[config.mk]
export PLATFORM = sky130hd
export DESIGN_NAME = execute_stage_mc
export DESIGN_NICKNAME = d
export VERILOG_FILES = /design/src/rtl/exec_pkg.sv /design/src/rtl/execute_stage_mc_seq_multiplier.sv /design/src/rtl/execute_stage_mc.sv
export SDC_FILE = /design/constraint.sdc
export NUM_CORES = 1
export LEC_CHECK = 0
export ABC_CLOCK_PERIOD_IN_PS = 8900
export CAP_MARGIN = 20
export CORE_MARGIN = 4
export CORE_UTILIZATION = 56
export DETAILED_ROUTE_END_ITERATION = 10
export MAX_ROUTING_LAYER = met4
export PLACE_DENSITY_LB_ADDON = 0.12
export SLEW_MARGIN = 20
export SYNTH_ARGS = -nofsm -noshare
export SYNTH_HDL_FRONTEND = slang
export SYNTH_SLANG_ARGS = --single-unit
export TNS_END_PERCENT = 50
[constraint.sdc]
create_clock -name clk -period 8.9 [get_ports clk]
set_clock_uncertainty 0.05 [all_clocks]
set_input_delay 0.89 -clock clk [delete_from_list [all_inputs] [get_ports clk]]
set_output_delay 0.89 -clock clk [all_outputs]
set_load 0.005 [all_outputs]
[src/rtl/exec_pkg.sv]
// ----------------------------------------------------------------------------
// exec_pkg
// Shared definitions for the execute stage: ALU operation codes, forwarding
// select codes and the state type of the iterative multiplier.
// ----------------------------------------------------------------------------
package exec_pkg;

   // ALU operation codes carried on ALUControlE
   localparam logic [3:0] ALU_ADD = 4'd0;
   localparam logic [3:0] ALU_SUB = 4'd1;
   localparam logic [3:0] ALU_AND = 4'd2;
   localparam logic [3:0] ALU_OR  = 4'd3;
   localparam logic [3:0] ALU_XOR = 4'd4;
   localparam logic [3:0] ALU_SLL = 4'd5;
   localparam logic [3:0] ALU_SRL = 4'd6;
   localparam logic [3:0] ALU_SLT = 4'd7;
   localparam logic [3:0] ALU_MUL = 4'd8;

   // Forwarding selects (code 2'b11 falls back to the register file)
   localparam logic [1:0] FWD_RF  = 2'd0;
   localparam logic [1:0] FWD_WB  = 2'd1;
   localparam logic [1:0] FWD_MEM = 2'd2;

   // Iterative multiplier states
   typedef enum logic [1:0] {
      IDLE = 2'd0,
      BUSY = 2'd1,
      DONE = 2'd2
   } mul_state_t;

endpackage

[src/rtl/execute_stage_mc_seq_multiplier.sv]
// ----------------------------------------------------------------------------
// seq_multiplier
// Shift-add multiplier producing the low DATA_W bits of an unsigned product,
// one partial product per cycle. Owns the IDLE/BUSY/DONE sequencing and the
// step counter.
//
// Ports:
//   clk, rst   : clock, synchronous active-high reset
//   start      : request a multiply (honoured only in IDLE)
//   abort      : cancel an operation in progress; return to IDLE
//   a, b       : operands, captured on the edge leaving IDLE
//   busy       : high while shift-add steps are running
//   done       : high for the single cycle the product is valid
//   product    : low DATA_W bits of a*b (valid while done)
// ----------------------------------------------------------------------------
module seq_multiplier
   import exec_pkg::*;
#(
   parameter int DATA_W = 18
) (
   input  logic              clk,
   input  logic              rst,
   input  logic              start,
   input  logic              abort,
   input  logic [DATA_W-1:0] a,
   input  logic [DATA_W-1:0] b,
   output logic              busy,
   output logic              done,
   output logic [DATA_W-1:0] product
);

   localparam int               CNT_W    = $clog2(DATA_W + 1);
   localparam logic [CNT_W-1:0] CNT_LOAD = CNT_W'(DATA_W);
   localparam logic [CNT_W-1:0] CNT_ONE  = CNT_W'(1);

   mul_state_t        state;
   mul_state_t        state_next;
   logic [CNT_W-1:0]  count;
   logic [DATA_W-1:0] acc;
   logic [DATA_W-1:0] mcand;
   logic [DATA_W-1:0] mplier;

   // FSM state register
   always_ff @(posedge clk) begin
      if (rst) begin
         state <= IDLE;
      end else begin
         state <= state_next;
      end
   end

   // FSM next-state logic; abort always wins over progress
   always_comb begin
      state_next = state;
      case (state)
         IDLE: begin
            if (start && !abort) begin
               state_next = BUSY;
            end else begin
               state_next = IDLE;
            end
         end
         BUSY: begin
            if (abort) begin
               state_next = IDLE;
            end else if (count == CNT_ONE) begin
               state_next = DONE;
            end else begin
               state_next = BUSY;
            end
         end
         DONE:    state_next = IDLE;
         default: state_next = IDLE;
      endcase
   end

   // Operand capture, step counter and shift-add accumulation
   always_ff @(posedge clk) begin
      if (rst) begin
         count  <= {CNT_W{1'b0}};
         acc    <= {DATA_W{1'b0}};
         mcand  <= {DATA_W{1'b0}};
         mplier <= {DATA_W{1'b0}};
      end else begin
         case (state)
            IDLE: begin
               if (start && !abort) begin
                  mcand  <= a;
                  mplier <= b;
                  acc    <= {DATA_W{1'b0}};
                  count  <= CNT_LOAD;
               end
            end
            BUSY: begin
               if (abort) begin
                  count <= {CNT_W{1'b0}};
               end else begin
                  if (mplier[0]) begin
                     acc <= acc + mcand;
                  end
                  mcand  <= {mcand[DATA_W-2:0], 1'b0};
                  mplier <= {1'b0, mplier[DATA_W-1:1]};
                  count  <= count - CNT_ONE;
               end
            end
            default: begin
               count <= count;
            end
         endcase
      end
   end

   assign busy    = (state == BUSY);
   assign done    = (state == DONE);
   assign product = acc;

endmodule

[src/rtl/execute_stage_mc.sv]
// ----------------------------------------------------------------------------
// execute_stage_mc
// Execute stage: operand forwarding, ALU, branch resolution and the EX/MEM
// pipeline register. When compiled with EXEC_MUL_EN defined, op 8 runs on an
// iterative multiplier and holds the front end through StallE; otherwise op 8
// yields 0 in a single cycle and StallE is tied low.
//
// Ports:
//   clk, rst                        : clock, synchronous active-high reset
//   RegWriteE/MemWriteE/ResultSrcE  : decoded controls of the EX instruction
//   BranchE                         : instruction is a branch-on-zero
//   FlushE                          : squash the EX instruction (and any multiply)
//   ALUControlE                     : operation code
//   RD1_E, RD2_E, Imm_Ext_E         : register operands and immediate
//   ResultW                         : write-back result for forwarding
//   RD_E, PCE, PCPlus4E, RGB_E      : destination, PC, PC+4, colour tag
//   ForwardA_E, ForwardB_E          : forwarding selects
//   ALUSrcE                         : use immediate as operand B
//   StallE                          : hold IF/ID/EX while a multiply runs
//   PCSrcE, PCTargetE               : branch taken and its target
//   *M outputs                      : EX/MEM pipeline register
// ----------------------------------------------------------------------------
module execute_stage_mc
   import exec_pkg::*;
#(
   parameter int DATA_W = 18,
   parameter int PC_W   = 9,
   parameter int REG_W  = 5
) (
   input  logic              clk,
   input  logic              rst,
   input  logic              RegWriteE,
   input  logic              MemWriteE,
   input  logic              ResultSrcE,
   input  logic              BranchE,
   input  logic              FlushE,
   input  logic [3:0]        ALUControlE,
   input  logic [DATA_W-1:0] RD1_E,
   input  logic [DATA_W-1:0] RD2_E,
   input  logic [DATA_W-1:0] Imm_Ext_E,
   input  logic [DATA_W-1:0] ResultW,
   input  logic [REG_W-1:0]  RD_E,
   input  logic [PC_W-1:0]   PCE,
   input  logic [PC_W-1:0]   PCPlus4E,
   input  logic [1:0]        ForwardA_E,
   input  logic [1:0]        ForwardB_E,
   input  logic [1:0]        RGB_E,
   input  logic              ALUSrcE,
   output logic              StallE,
   output logic              PCSrcE,
   output logic [PC_W-1:0]   PCTargetE,
   output logic              RegWriteM,
   output logic              MemWriteM,
   output logic              ResultSrcM,
   output logic [REG_W-1:0]  RD_M,
   output logic [DATA_W-1:0] ALU_ResultM,
   output logic [DATA_W-1:0] WriteDataM,
   output logic [PC_W-1:0]   PCPlus4M,
   output logic [1:0]        RGB_M
);

   localparam int              SH_W     = $clog2(DATA_W);
   localparam logic [SH_W:0]   SH_LIMIT = (SH_W + 1)'(DATA_W);

   logic [DATA_W-1:0] src_a;
   logic [DATA_W-1:0] fwd_b;
   logic [DATA_W-1:0] src_b;
   logic [DATA_W-1:0] alu_res;
   logic [DATA_W-1:0] result;
   logic [SH_W-1:0]   shamt;
   logic              zero;
   logic              bubble;

   // Operand A forwarding mux
   always_comb begin
      src_a = RD1_E;
      case (ForwardA_E)
         FWD_WB:  src_a = ResultW;
         FWD_MEM: src_a = ALU_ResultM;
         default: src_a = RD1_E;
      endcase
   end

   // Operand B forwarding mux
   always_comb begin
      fwd_b = RD2_E;
      case (ForwardB_E)
         FWD_WB:  fwd_b = ResultW;
         FWD_MEM: fwd_b = ALU_ResultM;
         default: fwd_b = RD2_E;
      endcase
   end

   assign src_b = ALUSrcE ? Imm_Ext_E : fwd_b;
   assign shamt = src_b[SH_W-1:0];

   // Single-cycle ALU; shift amounts that reach the word width yield 0
   always_comb begin
      alu_res = {DATA_W{1'b0}};
      case (ALUControlE)
         ALU_ADD: alu_res = src_a + src_b;
         ALU_SUB: alu_res = src_a - src_b;
         ALU_AND: alu_res = src_a & src_b;
         ALU_OR:  alu_res = src_a | src_b;
         ALU_XOR: alu_res = src_a ^ src_b;
         ALU_SLL: begin
            if ({1'b0, shamt} >= SH_LIMIT) begin
               alu_res = {DATA_W{1'b0}};
            end else begin
               alu_res = src_a << shamt;
            end
         end
         ALU_SRL: begin
            if ({1'b0, shamt} >= SH_LIMIT) begin
               alu_res = {DATA_W{1'b0}};
            end else begin
               alu_res = src_a >> shamt;
            end
         end
         ALU_SLT: begin
            if ($signed(src_a) < $signed(src_b)) begin
               alu_res = {{(DATA_W-1){1'b0}}, 1'b1};
            end else begin
               alu_res = {DATA_W{1'b0}};
            end
         end
         default: alu_res = {DATA_W{1'b0}};
      endcase
   end

`ifdef EXEC_MUL_EN
   logic              mul_start;
   logic              mul_busy;
   logic              mul_done;
   logic              mul_idle;
   logic [DATA_W-1:0] mul_product;

   assign mul_start = (ALUControlE == ALU_MUL) && !FlushE;

   seq_multiplier #(
      .DATA_W (DATA_W)
   ) u_mul (
      .clk     (clk),
      .rst     (rst),
      .start   (mul_start),
      .abort   (FlushE),
      .a       (src_a),
      .b       (src_b),
      .busy    (mul_busy),
      .done    (mul_done),
      .product (mul_product)
   );

   assign mul_idle = !mul_busy && !mul_done;
   // The DONE cycle releases the stall so the product and front end advance together
   assign StallE   = (mul_idle && mul_start) || mul_busy;
   assign result   = mul_done ? mul_product : alu_res;
   assign zero     = (result == {DATA_W{1'b0}});
   assign PCSrcE   = BranchE && zero && !FlushE && mul_idle;
`else
   assign StallE   = 1'b0;
   assign result   = alu_res;
   assign zero     = (result == {DATA_W{1'b0}});
   assign PCSrcE   = BranchE && zero && !FlushE;
`endif

   assign PCTargetE = PCE + Imm_Ext_E[PC_W-1:0];

   // Stalled or flushed cycles hand the M stage a bubble (no writes)
   assign bubble = StallE || FlushE;

   // EX/MEM pipeline register
   always_ff @(posedge clk) begin
      if (rst) begin
         RegWriteM   <= 1'b0;
         MemWriteM   <= 1'b0;
         ResultSrcM  <= 1'b0;
         RD_M        <= {REG_W{1'b0}};
         ALU_ResultM <= {DATA_W{1'b0}};
         WriteDataM  <= {DATA_W{1'b0}};
         PCPlus4M    <= {PC_W{1'b0}};
         RGB_M       <= 2'b00;
      end else begin
         RegWriteM   <= RegWriteE && !bubble;
         MemWriteM   <= MemWriteE && !bubble;
         ResultSrcM  <= ResultSrcE;
         RD_M        <= RD_E;
         ALU_ResultM <= result;
         WriteDataM  <= fwd_b;
         PCPlus4M    <= PCPlus4E;
         RGB_M       <= RGB_E;
      end
   end

endmodule

### Word level (Yosys, flattened, before mapping)

Cells that the tools add are included.
Widths: inputs -> output; s select.

| word-level totals | value |
|---|---|
| output and inout port bits | 66 |
| bits of input ports | 113 |
| flip-flop bits (word level) | 55 |
| word-level logic and storage cells | 43 |

| operators by class | value |
|---|---|
| eq/ne operators | 11 |
| reductions and logical operators | 7 |
| shift-type cells | 2 |
| bitwise gates (word level) | 3 |
| add/subtract/negate cells | 3 |
| multiplexer cells | 7 |
| order comparisons | 2 |

Operators by type and width:

| cell | count |
|---|---|
| $pmux 18 s8 | 1 |
| $pmux 18 s2 | 2 |
| $mux 18 | 3 |
| $add 18x18->18 | 1 |
| $and 18x18->18 | 1 |
| $logic_not 18->1 | 1 |
| $lt 18x18->1 | 1 |
| $or 18x18->18 | 1 |
| $shl 18x5->18 | 1 |
| $shr 18x5->18 | 1 |
| $sub 18x18->18 | 1 |
| $xor 18x18->18 | 1 |
| $eq 4x3->1 const B | 4 |
| $add 9x9->9 | 1 |
| $eq 4x2->1 const B | 2 |
| $ge 5x5->1 const B | 1 |
| $eq 2x1->1 const B | 2 |
| $eq 2x2->1 const B | 2 |
| $eq 4x1->1 const B | 1 |
| $logic_and 1x1->1 | 4 |
| $logic_not 4->1 | 1 |
| $logic_not 1->1 | 1 |
| $mux 1 | 1 |

### Depth between registers and ports, before layout

Gate-level depths: netlist of the first run.

| logic depth | value |
|---|---|
| depth in word-level cells | 9 |
| depth in mapped cells | 21 |
| depth with buffers taken out | 17 |

### Worst setup path before layout of the first run

Ideal clock, no wire load.

| timing | value |
|---|---|
| path type | input to output |
| from | input port ForwardB_E[0] |
| to | output port PCSrcE |
| setup slack | 3.279 ns |
| data required time | 7.960 ns |
| arrival time | 4.681 ns |
| stages | 17 |
| buffers on the path | 2 |
| cell sequence | inv_1 ha_1 or2_1 o221ai_2 buf_4 buf_2 ha_1 nor2b_1 o211a_1 o31a_1 o41ai_4 o221ai_1 a2bb2oi_1 or3_1 a211oi_2 nand4_1 nor2_1 |

| between the ends | value |
|---|---|
| word-level cells in the longest chain between the ends | 9 |
| elaborated cells between the ends (all ways) | 20 |
| classes of those cells | add/sub (2); order compare (2); eq/ne (2); shift (2); mux (6); bitwise (3); reduce/logical (3) |

Ends and longest elaborated chain:

| element | RTL line | text |
|---|---|---|
| from (decl) | execute_stage_mc.sv:46 | `input logic [1:0] ForwardB_E,` |
| $eq 2x2->1 / $eq 2x1->1 (equally long branches) | execute_stage_mc.sv:87 | `case (ForwardB_E)` |
| $pmux 18 s2 * | execute_stage_mc.sv:87 |  |
| $mux 18 * | execute_stage_mc.sv:94 | `assign src_b = ALUSrcE ? Imm_Ext_E : fwd_b;` |
| $lt 18x18->1, or another cell as far along | execute_stage_mc.sv:121 | `if ($signed(src_a) < $signed(src_b)) begin` |
| $mux 1, or another cell as far along | execute_stage_mc.sv:121 |  |
| $pmux 18 s8 * | execute_stage_mc.sv:100 | `case (ALUControlE)` |
| $logic_not 18->1 * | execute_stage_mc.sv:163 | `assign zero = (result == {DATA_W{1'b0}});` |
| $logic_and 1x1->1 * (2 in a row) | execute_stage_mc.sv:164 | `assign PCSrcE = BranchE && zero && !FlushE;` |
| to (decl) | execute_stage_mc.sv:50 | `output logic PCSrcE,` |

Mark *: on every way between the ends. The rest lies on a longest branch, timed or not.

### Worst setup path after layout of the first run

Ends and elaborated chain as after synthesis.

==> impl_metrics.yaml, run 1 <==
status:
  status: "complete, no violations"
layout:
  number_of_filler_cells_placed_in_the_layout: 1011
  drive_above_1_share_pct: 5.31
  finish.net_count: 1312
  finish.utilization_pct: 72.8
  area_growth_syn_to_layout_pct: 26.7
sta:
  setup_viol: 0
  setup_total_negative_slack_ns: 0
  slew_limit_headroom_pct: 24.6
  clock.fmax_mhz: 125
  rsz0062_at_grt: "no"
  timing.final.crit_period_ns: 8.01
  finalMaxSlewViolations: 0
  timing_hold_violations_final: 0
  finalCritPeriodShare_pct: 90.0
  worst-slew-pin-transition_ns: 1.13
floorplanning:
  die_width_um: 122
  initial_utilization_pct: 57.5
  die_height_um: 122
  ios: 179
  core.rowCount: 41
  die-area_um2: 14900
  coreArea_um2: 12700
yosys:
  synth.lib_cells_used.distinct: 93
  synthTopCellsByCount: "sky130_fd_sc_hd__nand2_1 (100), sky130_fd_sc_hd__nor2_1 (88), sky130_fd_sc_hd__ha_1 (68)"
  mappedNetlistNets: 1175
  synth_ff_type: "sky130_fd_sc_hd__dfxtp_1"
  synth_warnings: 0
  synth_top_area_cell: "sky130_fd_sc_hd__dfxtp_1"
  synth.most_common_cell: "sky130_fd_sc_hd__nand2_1"
  ys_top_cells_by_area: "sky130_fd_sc_hd__dfxtp_1 (15%), sky130_fd_sc_hd__ha_1 (12%), sky130_fd_sc_hd__mux2i_1 (7.0%), sky130_fd_sc_hd__nand2_1 (5.2%), sky130_fd_sc_hd__nor2_1 (4.5%)"
  sequential_area_share_after_synthesis_pct: 15.1
  netlist_area_um2: 7280
  synth_enable_flop_cells: 0
  synth_cells: 991
  synthArstFlopShare_pct: 0
  synth.ff_latch_count: 55
  synthDominantCellAreaShare_pct: 15.1
  synth_area_per_cell_um2: 7.35
critical_path:
  critical-path-max-stage-delay_ns: 0.80
  worstSetupEndpointType: "output pin"
  critPathTopFamily: "compound AO/OA/AOI/OAI gates"
  cp.required_ns: 7.96
  startpoint_type_of_the_worst_setup_path: "input port"
  critical_path.slowest_cell: "sky130_fd_sc_hd__ha_1"
  worstPathMaxFanout: 25
  worst-r2r-setup-slack_ns: 4.40
  path_class: "in -> out"
  crit_top_cell: "sky130_fd_sc_hd__inv_1"
  buf_inv_on_cp: 5
  critical_path.cell_chain: "clkdlybuf4s50_1 -> inv_1 -> ha_1 -> inv_1 -> o21ai_0 -> o21ai_0 -> ha_1 -> inv_1 -> o211a_1 -> o31a_1 -> o41ai_4 -> a2bb2oi_1 -> a21oi_1 -> nor4_1 -> and4_1 -> nand4_1 -> nor2_1 -> clkdlybuf4s50_1"
  critPathArrivalTime_ns: 7.07
route:
  avgRoutedWirePerCell_um: 25.4
  finalWirelength_um: 33100
  remaining_drc_errors: 0
  detail_route.iter0.violations: 1601
  drtAntennaViolNets: 0
  drtPass1Iterations: 6
  route.detailed.vias_per_inst: 6.95
  vias: 9051
placed_design:
  gp_routability_congestion: 1.11
  port_buffers: 177
  hpwl_detailed_um: 25500
clock_network:
  cts-root-buf: "sky130_fd_sc_hd__clkbuf_16"
  tritoncts_num_sinks: 55
  postCtsResizedCells: 0
  cts_tree: "built"
  cts-hold-fix-buffers: 0
  cts-htree-levels: 2
  clock_latency_ns: 0.30
  cts_setup_buffers: 0
  total_cts_buffers: 5
  clockBufferDepth: 2
  worst_setup_hold_path_clk_slew_ns: 0.07
global_routing:
  grt_pass1_wl_um: 49600
  global_route.overflow_total: 0
  pin_count_of_the_biggest_net_entering_global_routing: 56
  track_usage_pct: 44.1
  antenna_found_initial: 0
  grt_pass1_vias: 8428
flow_run:
  drv_cap: 0
worst_hold_path:
  hold_path_class: "reg -> reg"
power:
  peakVddDrop_uv: 84.2
  static-leakage-power_nw: 3.80
  power_density_nw_per_um2: 136
-- layer usage --
layer  vias up  track usage, %  wire, µm
met5         -               -         0
met4         0            21.5      2040
li1       3902               -         -
met1      4176            54.1     12300
met3       172            9.01      4140
met2       801            69.1     14700
-- cells by family (layout without fill, tap and decap cells) --
logic type	count (synthesis)	after routing	share of synthesized area [%]
AO/OA/AOI/OAI	333	333	32.4
XOR/XNOR	16	16	1.92
adder cells (fa/ha/maj)	71	71	12.5
buffers and inverters	134	272	8.09
flip-flops	55	55	15.1
multiplexers	63	63	9.16
other	1	2	0.0515
AND/OR/NAND/NOR	318	318	20.7
-- state kept, by name, indices dropped and copies added (netlist names) --
| signal | count |
|---|---|
| ALU_ResultM | 18 |
| WriteDataM | 18 |
| PCPlus4M | 9 |
| RD_M | 5 |
| RGB_M | 2 |
| MemWriteM | 1 |
| RegWriteM | 1 |
| ResultSrcM | 1 |
-- layout by cell type (no fill, tap or decap), types with 10 or more instances in the layout --
cell | netlist | layout
sky130_fd_sc_hd__a211oi_1 | 14 | 14
sky130_fd_sc_hd__a21o_1 | 11 | 11
sky130_fd_sc_hd__a21oi_1 | 59 | 59
sky130_fd_sc_hd__a221o_1 | 17 | 17
sky130_fd_sc_hd__a221oi_1 | 16 | 16
sky130_fd_sc_hd__a22oi_1 | 22 | 22
sky130_fd_sc_hd__a31oi_1 | 12 | 12
sky130_fd_sc_hd__buf_4 | 5 | 17
sky130_fd_sc_hd__clkdlybuf4s50_1 | 0 | 176
sky130_fd_sc_hd__dfxtp_1 | 55 | 55
sky130_fd_sc_hd__ha_1 | 68 | 68
sky130_fd_sc_hd__inv_1 | 66 | 66
sky130_fd_sc_hd__mux2i_1 | 51 | 51
sky130_fd_sc_hd__nand2_1 | 100 | 100
sky130_fd_sc_hd__nand2b_1 | 10 | 10
sky130_fd_sc_hd__nand3_1 | 11 | 11
sky130_fd_sc_hd__nor2_1 | 88 | 88
sky130_fd_sc_hd__nor2b_1 | 35 | 35
sky130_fd_sc_hd__nor3_1 | 24 | 23
sky130_fd_sc_hd__o211ai_1 | 16 | 16
sky130_fd_sc_hd__o21ai_0 | 58 | 58
sky130_fd_sc_hd__o21ai_1 | 21 | 21
sky130_fd_sc_hd__xnor2_1 | 11 | 11
-- per-stage QoR --
stage / power, mW / instance area [µm²] / hold WS (ns) / setup slack [ns] / instances
global placement: 1.00 / 9070 / 0.617 / 1.33 / 1293
global route: 1.30 / 9220 / 0.707 / 0.705 / 1301
finish: 1.25 / 9230 / 0.694 / 0.888 / 1302
detailed placement: 1.01 / 9070 / 0.649 / 1.20 / 1293
CTS: 1.22 / 9220 / 0.672 / 1.14 / 1301
floorplan: 0.747 / 7280 / 0.557 / 3.28 / 991
-- path summary, 6_finish.rpt --
check,startpoint,endpoint,depth (start not counted)
max,ForwardB_E[0],PCSrcE,18
min,ALU_ResultM[0],WriteDataM[0],2
max reg2reg,ALU_ResultM[3],ALU_ResultM[0],13
min reg2reg,ALU_ResultM[0],WriteDataM[0],2
-- report_power, final --
part           switching [mW]  total, mW  internal (mW)
Sequential             0.0150      0.283          0.268
Clock                   0.100      0.207          0.106
Combinational           0.453      0.765          0.312
-- worst reg2reg max path: stages (launching register included) --
cell and delay (ns):
sky130_fd_sc_hd__dfxtp_1 0.35, sky130_fd_sc_hd__a221oi_2 0.36, sky130_fd_sc_hd__nor3_1 0.18, sky130_fd_sc_hd__a21oi_4 0.44, sky130_fd_sc_hd__ha_1 0.40, sky130_fd_sc_hd__and2_1 0.25, sky130_fd_sc_hd__o211a_1 0.16, sky130_fd_sc_hd__o31a_1 0.32
sky130_fd_sc_hd__o31a_1 0.31, sky130_fd_sc_hd__a41oi_1 0.44, sky130_fd_sc_hd__o21ai_0 0.15, sky130_fd_sc_hd__a211oi_1 0.72, sky130_fd_sc_hd__nor2_1 0.19, sky130_fd_sc_hd__nor2_1 0.12
-- cell type report --
type | count | area, µm² | share of cell area (%)
antenna | 1 | 2.50 | 0.0271
sequential | 55 | 1100 | 11.9
tap | 172 | 215 | 2.33
clock buffer | 5 | 125 | 1.36
clock inverter | 3 | 23.8 | 0.258
multi-input combinational | 802 | 5600 | 60.7
inverter | 70 | 268 | 2.90
timing repair buffer | 194 | 1890 | 20.5
(Power assumes the default switching activity.)
==> inputs of run 2 (changes only) <==
--- a/config.mk
+++ b/config.mk
@@ -5,6 +5,7 @@
 export SDC_FILE = /design/constraint.sdc
 export NUM_CORES = 1
 export LEC_CHECK = 0
+export ABC_AREA = 1
 export ABC_CLOCK_PERIOD_IN_PS = 8900
 export CAP_MARGIN = 20
 export CORE_MARGIN = 4
@@ -12,7 +13,6 @@
 export DETAILED_ROUTE_END_ITERATION = 10
 export MAX_ROUTING_LAYER = met4
 export PLACE_DENSITY_LB_ADDON = 0.12
-export SLEW_MARGIN = 20
 export SYNTH_ARGS = -nofsm -noshare
 export SYNTH_HDL_FRONTEND = slang
 export SYNTH_SLANG_ARGS = --single-unit
==> run 2 against run 1 <==
Against the previous run:
- global-route usage decreased by 1.6 points
- maximum frequency rose by 7.3%
- clock power down 2%
- routed wire length rose by 1.4%
- hold slack lost 0.096 ns
- sequential share of layout area is 0.30 points lower
- final area increased by 2.5%
- final cell count grew 26%
- critical path depth rose by 7
- non-clock buffer count down 12
- area after synthesis is 4.5% higher
==> impl_metrics.yaml, run 2 <==
status:
  status: "complete, no violations"
sta:
  timing_hold_violations_final: 0
  clock.fmax_mhz: 134
  setup_viol: 0
  rsz0062_at_grt: "no"
  slew_limit_headroom_pct: 31.9
  timing.final.crit_period_ns: 7.46
  worst-slew-pin-transition_ns: 1.02
  layout_setup_ws_ns: 1.44
  finalMaxSlewViolations: 0
  setup_total_negative_slack_ns: 0
  finalCritPeriodShare_pct: 83.9
yosys:
  synthArstFlopShare_pct: 0
  synth_ff_type: "sky130_fd_sc_hd__dfxtp_1"
  synth_enable_flop_cells: 0
  ys_top_cells_by_area: "sky130_fd_sc_hd__nand2_1 (18%), sky130_fd_sc_hd__dfxtp_1 (14%), sky130_fd_sc_hd__nand3_1 (14%), sky130_fd_sc_hd__ha_1 (11%), sky130_fd_sc_hd__nor2_1 (7.4%)"
  sequential_area_share_after_synthesis_pct: 14.5
  synth_top_area_cell: "sky130_fd_sc_hd__nand2_1"
  synth.most_common_cell: "sky130_fd_sc_hd__nand2_1"
  mappedNetlistNets: 1507
  synthTopCellsByCount: "sky130_fd_sc_hd__nand2_1 (358), sky130_fd_sc_hd__nand3_1 (211), sky130_fd_sc_hd__nor2_1 (150)"
  synth.lib_cells_used.distinct: 51
  synth_area_per_cell_um2: 5.75
  synth_warnings: 0
  netlist_area_um2: 7610
  synth.ff_latch_count: 55
  synthDominantCellAreaShare_pct: 17.7
  synth_cells: 1323
floorplanning:
  initial_utilization_pct: 57.2
  core.rowCount: 42
  die_width_um: 125
  die_height_um: 125
  coreArea_um2: 13300
  die-area_um2: 15500
  ios: 179
placed_design:
  placement.setup.worst_slack_ns: 1.75
  gp_routability_congestion: 1.09
  hpwl_detailed_um: 26300
  port_buffers: 177
global_routing:
  track_usage_pct: 42.5
  grt_pass1_vias: 9569
  global_route.overflow_total: 0
  antenna_found_initial: 0
  grt_pass1_wl_um: 51900
  pin_count_of_the_biggest_net_entering_global_routing: 51
layout:
  drive_above_1_share_pct: 4.25
  most-common-layout-cells: "sky130_fd_sc_hd__nand2_1 (358), sky130_fd_sc_hd__nand3_1 (211), sky130_fd_sc_hd__clkdlybuf4s50_1 (176), sky130_fd_sc_hd__nor2_1 (150), sky130_fd_sc_hd__inv_1 (146)"
  finish.net_count: 1642
  area_growth_syn_to_layout_pct: 24.4
  mostFrequentLayoutCell: "sky130_fd_sc_hd__nand2_1"
  layout_top_registers: "ALU_ResultM: 18 flops, WriteDataM: 18 flops, PCPlus4M: 9 flops"
power:
  power_density_nw_per_um2: 136
  static-leakage-power_nw: 4.66
  pwr-share-clk_pct: 15.7
  total_switching_power_uw: 632
  peakVddDrop_uv: 97.1
  p_seq_share_pct: 21.5
  p_int_uw: 655
  switching_share_pct: 49.1
  comb_power_share_pct: 62.8
critical_path:
  timing.reg2reg.worst_path_depth: 16
  path_class: "in -> out"
  startpoint_type_of_the_worst_setup_path: "input port"
  worstPathMaxFanout: 36
  critPathTopFamily: "simple AND/OR/NAND/NOR gates"
  critPathArrivalTime_ns: 6.52
  buf_inv_on_cp: 5
  worstSetupEndpointType: "output pin"
  r2r-end: "ALU_ResultM[16]"
  crit_top_cell: "sky130_fd_sc_hd__nor2_1"
  critical_path.slowest_cell: "sky130_fd_sc_hd__ha_1"
  cp.required_ns: 7.96
  worst-r2r-setup-slack_ns: 4.98
  regToRegStartpoint: "ALU_ResultM[2]"
  critical-path-max-stage-delay_ns: 0.58
route:
  finalWirelength_um: 33600
  route.detailed.vias_per_inst: 6.14
  detail_route.iter0.violations: 1569
  remaining_drc_errors: 0
  avgRoutedWirePerCell_um: 20.5
  drtAntennaViolNets: 0
  drtPass1Iterations: 10
  vias: 10000
clock_network:
  cts-root-buf: "sky130_fd_sc_hd__clkbuf_16"
  total_cts_buffers: 5
  clockBufferDepth: 2
  cts_setup_buffers: 0
  clock_latency_ns: 0.30
  cts-hold-fix-buffers: 0
  tritoncts_num_sinks: 55
  postCtsResizedCells: 0
  cts_tree: "built"
  cts-htree-levels: 2
  worst_setup_hold_path_clk_slew_ns: 0.07
worst_hold_path:
  timing.hold.worst_endpoint: "WriteDataM[1]"
  hold_path_class: "reg -> reg"
  hold_start: "ALU_ResultM[1]"
  worst_hold_path.num_cells: 4
flow_run:
  drv_cap: 0
## run 2: how the worst max path moves through the flow
stage | start | end | slack, ns | cells past startpoint
after floorplan | ForwardB_E[0] | PCSrcE | 4.05 | 23
after global placement | ForwardB_E[0] | PCSrcE | 1.81 | 24
after detailed placement | ForwardB_E[0] | PCSrcE | 1.75 | 24
after CTS | ForwardB_E[0] | PCSrcE | 1.73 | 24
after global routing | ForwardA_E[0] | PCSrcE | 1.16 | 25
final | ForwardA_E[0] | PCSrcE | 1.44 | 25
## run 2: cell type report
type / instances / area, µm²
fill: 1138 / 3830
timing repair buffer: 182 / 1800
antenna: 1 / 2.50
clock inverter: 2 / 16.3
inverter: 153 / 582
sequential: 55 / 1100
tap: 176 / 220
clock buffer: 6 / 129
multi-input combinational: 1061 / 5610
## run 2: kinds of logic after synthesis
family / share of synthesized area [%]
xor gates and xnor gates: 1.15
DFF: 14.5
buffers and inverters: 11.8
and+or+nand+nor: 46.2
other: 0.0493
AOI/OAI and AO/OA: 14.3
adders and majority gates: 12.0
## run 2: worst register-to-register path: cells and delay by family (launching register included)
kind / cells / cell delay, ns
AOI/OAI and AO/OA: 4 / 1.23
adders and majority gates: 1 / 0.56
buffers and inverters: 1 / 0.21
DFF: 1 / 0.36
and+or+nand+nor: 10 / 1.34
## run 2: metal layers
| metal | part of all wire [%] | wire length (µm) | global-route usage [%] | vias up |
|---|---|---|---|---|
| li1 | - | - | - | 4599 |
| met1 | 37 | 12400 | 50.9 | 4507 |
| met2 | 46 | 15300 | 67.3 | 780 |
| met3 | 12 | 4130 | 10.5 | 159 |
| met4 | 5.2 | 1730 | 19.4 | 0 |
| met5 | 0 | 0 | - | - |
## run 2: power groups by stage
stage | logic (mW) | clock network [mW] | registers [mW]
floorplan | 0.506 | 0 | 0.281
global placement | 0.762 | 0 | 0.280
detailed placement | 0.770 | 0 | 0.281
CTS | 0.776 | 0.201 | 0.276
global route | 0.875 | 0.214 | 0.277
finish | 0.808 | 0.203 | 0.277
## run 2: per-stage QoR
| stage | hold WS, ns | instance area, µm² | cells | power, mW | util (%) |
|---|---|---|---|---|---|
| after floorplan | 0.533 | 7610 | 1323 | 0.787 | - |
| after global placement | 0.544 | 9310 | 1627 | 1.04 | 70.1 |
| after detailed placement | 0.566 | 9310 | 1627 | 1.05 | 70.1 |
| after CTS | 0.586 | 9460 | 1635 | 1.25 | 71.1 |
| after global routing | 0.612 | 9460 | 1635 | 1.37 | 71.1 |
| final | 0.598 | 9460 | 1636 | 1.29 | 71.2 |
==> RTL change: new RTL, settings of run 2 <==
The parameter `DATA_W` goes from 18 to 9.
--- a/src/rtl/execute_stage_mc.sv
+++ b/src/rtl/execute_stage_mc.sv
@@ -25,3 +25,3 @@
 #(
-   parameter int DATA_W = 18,
+   parameter int DATA_W = 9,
    parameter int PC_W   = 9,
Ports: changed (6 resized); port bits go from 179 to 125. No check against the original RTL was run, so the function may have changed too.
==> RTL change against run 2 <==
- wire length is 60% lower
- area after synthesis is 49% lower
- setup slack better by 1.3 ns
- total power is 47% lower
- design area is 45% lower
- sequential cell count is 18 lower
- critical path depth is 2 lower
- non-clock buffer count is 57 lower
- clock power is 28% lower
==> RTL change: results (changes against run 2) <==
Site Rows=30 (-29%); PwrDens=131 nW/µm² (-3.6%); worst hold path class=flip-flop to flip-flop; Final GP Congestion=0.944 (-13%); Setup WS pre-CTS=2.90 ns (+1.15 ns); CP top delay family=buffers and inverters; synth cell count leaders=nand2_1, inv_1, nand3_1; Post-Syn Nets=745 (-51%); Final Net Count=853 (-48%); status=finished clean; CTS resizes=0 (unchanged); Clock Tree Buf Depth=2 (unchanged); placed cells=806 (-50%); Seq/Total Area, Yosys=0.192 (+0.0469); CTS Hold Bufs=0 (unchanged); # fillers=497 (-56%); DRT Pass-1 Iters=6 (-4); CP max stage delay=0.59 ns; DRT iter0 DRCs=456 (-71%); clk slew on worst S/H paths=0.08 ns; Synth warnings=0 (unchanged); pin count of the biggest net entering global routing=28 (-45%); fraction of registers with async set/reset=0 (unchanged); first-pass GRT wire length=21,700 µm (-58%); post-place instance area=5060 µm² (-46%); most used flip-flop cell after synthesis=dfxtp_1; CTS Buf Count=5 (unchanged); ant diodes=0 (-1); Skew-Pair Late Insertion Delay=0.30 ns (about the same); drt total wl=13,300 µm (-60%); peak supply drop=104 µV (+6.7%); vias=4,641 (-54%); unique cell type count in the Yosys netlist=36 (-29%); post-detail-place hpwl=11,000 µm (-58%); antenna violations before repair=0 (unchanged); GRT Total Usage=0.330 (-0.0943); worst slew pin tran=0.741 ns (-0.280 ns); clk root buf=clkbuf_8; share of layout cells above drive strength 1=0.0559 (+0.0134); Routed wire per std cell=16.4 µm (-20%); Static Leak=2.57 nW (-45%); critical path peak fanout=15 (-58%); Synth area leaders=dfxtp_1, nand2_1, ha_1, nand3_1, inv_1; # H-tree levels=2 (unchanged); Avg Inst Size Synth=6.18 µm² (+7.6%); DRC violations left=0 (unchanged); WP data arrival=5.20 ns (-1.32 ns); Post-CTS Setup Inserts=0 (unchanged); number of global-route vias before repair=4,651 (-51%); biggest regs=ALU_ResultM: 9 flops, PCPlus4M: 9 flops, WriteDataM: 9 flops; Worst path slowest cell=o21ai_2; IO buf count=123 (-31%)
==> RTL change: cell types whose count changed after synthesis, sizes merged, moves of 11 or more <==
cell	delta
inv	-61
nand2	-222
o21ai	-36
nand3	-130
buf	-19
a21oi	-41
nor2	-84
ha	-28
clkbuf	-11
dfxtp	-18
==> RTL change: power by group <==
part | internal [mW] | switching [mW]
clock network | 0.0841 | 0.0617
registers | 0.177 | 0.00634
logic | 0.148 | 0.203
total | 0.409 | 0.271
==> RTL change: cells by family after synthesis <==
family	share of synthesized area
and+or+nand+nor	0.387
buffers and inverters	0.127
adders and majority gates	0.145
DFF	0.192
other	0.000970
AOI/OAI and AO/OA	0.127
xor gates and xnor gates	0.0227
==> RTL change: final cells by class <==
| class | instances | share of cell area |
|---|---|---|
| sequential | 37 | 0.143 |
| tap | 80 | 0.0193 |
| inverter | 91 | 0.0660 |
| timing repair buffer | 125 | 0.241 |
| clock inverter | 2 | 0.00750 |
| multi-input combinational | 473 | 0.509 |
| clock buffer | 6 | 0.0140 |
==> RTL change: final timing paths <==
check	slack, ns	end	from	cells after the start
worst min-delay path	0.64	WriteDataM[0]	ALU_ResultM[0]	4
worst min register to register	0.64	WriteDataM[0]	ALU_ResultM[0]	4
worst max-delay path	2.76	PCSrcE	ForwardB_E[0]	23
worst max register to register	5.70	ALU_ResultM[8]	ALU_ResultM[2]	19
==> RTL change: worst min-delay path, delay by kind of cell, from the launching register on <==
family             cells  cell delay [ns]
AOI/OAI and AO/OA      1             0.07
DFF                    1             0.34
and+or+nand+nor        3             0.24
==> RTL change: metal layers <==
metal  vias to the layer above  track usage  part of all wire
met3                        52       0.0630             0.085
li1                       2220            -                 -
met4                         0        0.131             0.042
met1                      2101        0.391              0.39
met5                         -            -                 0
met2                       268        0.552              0.48
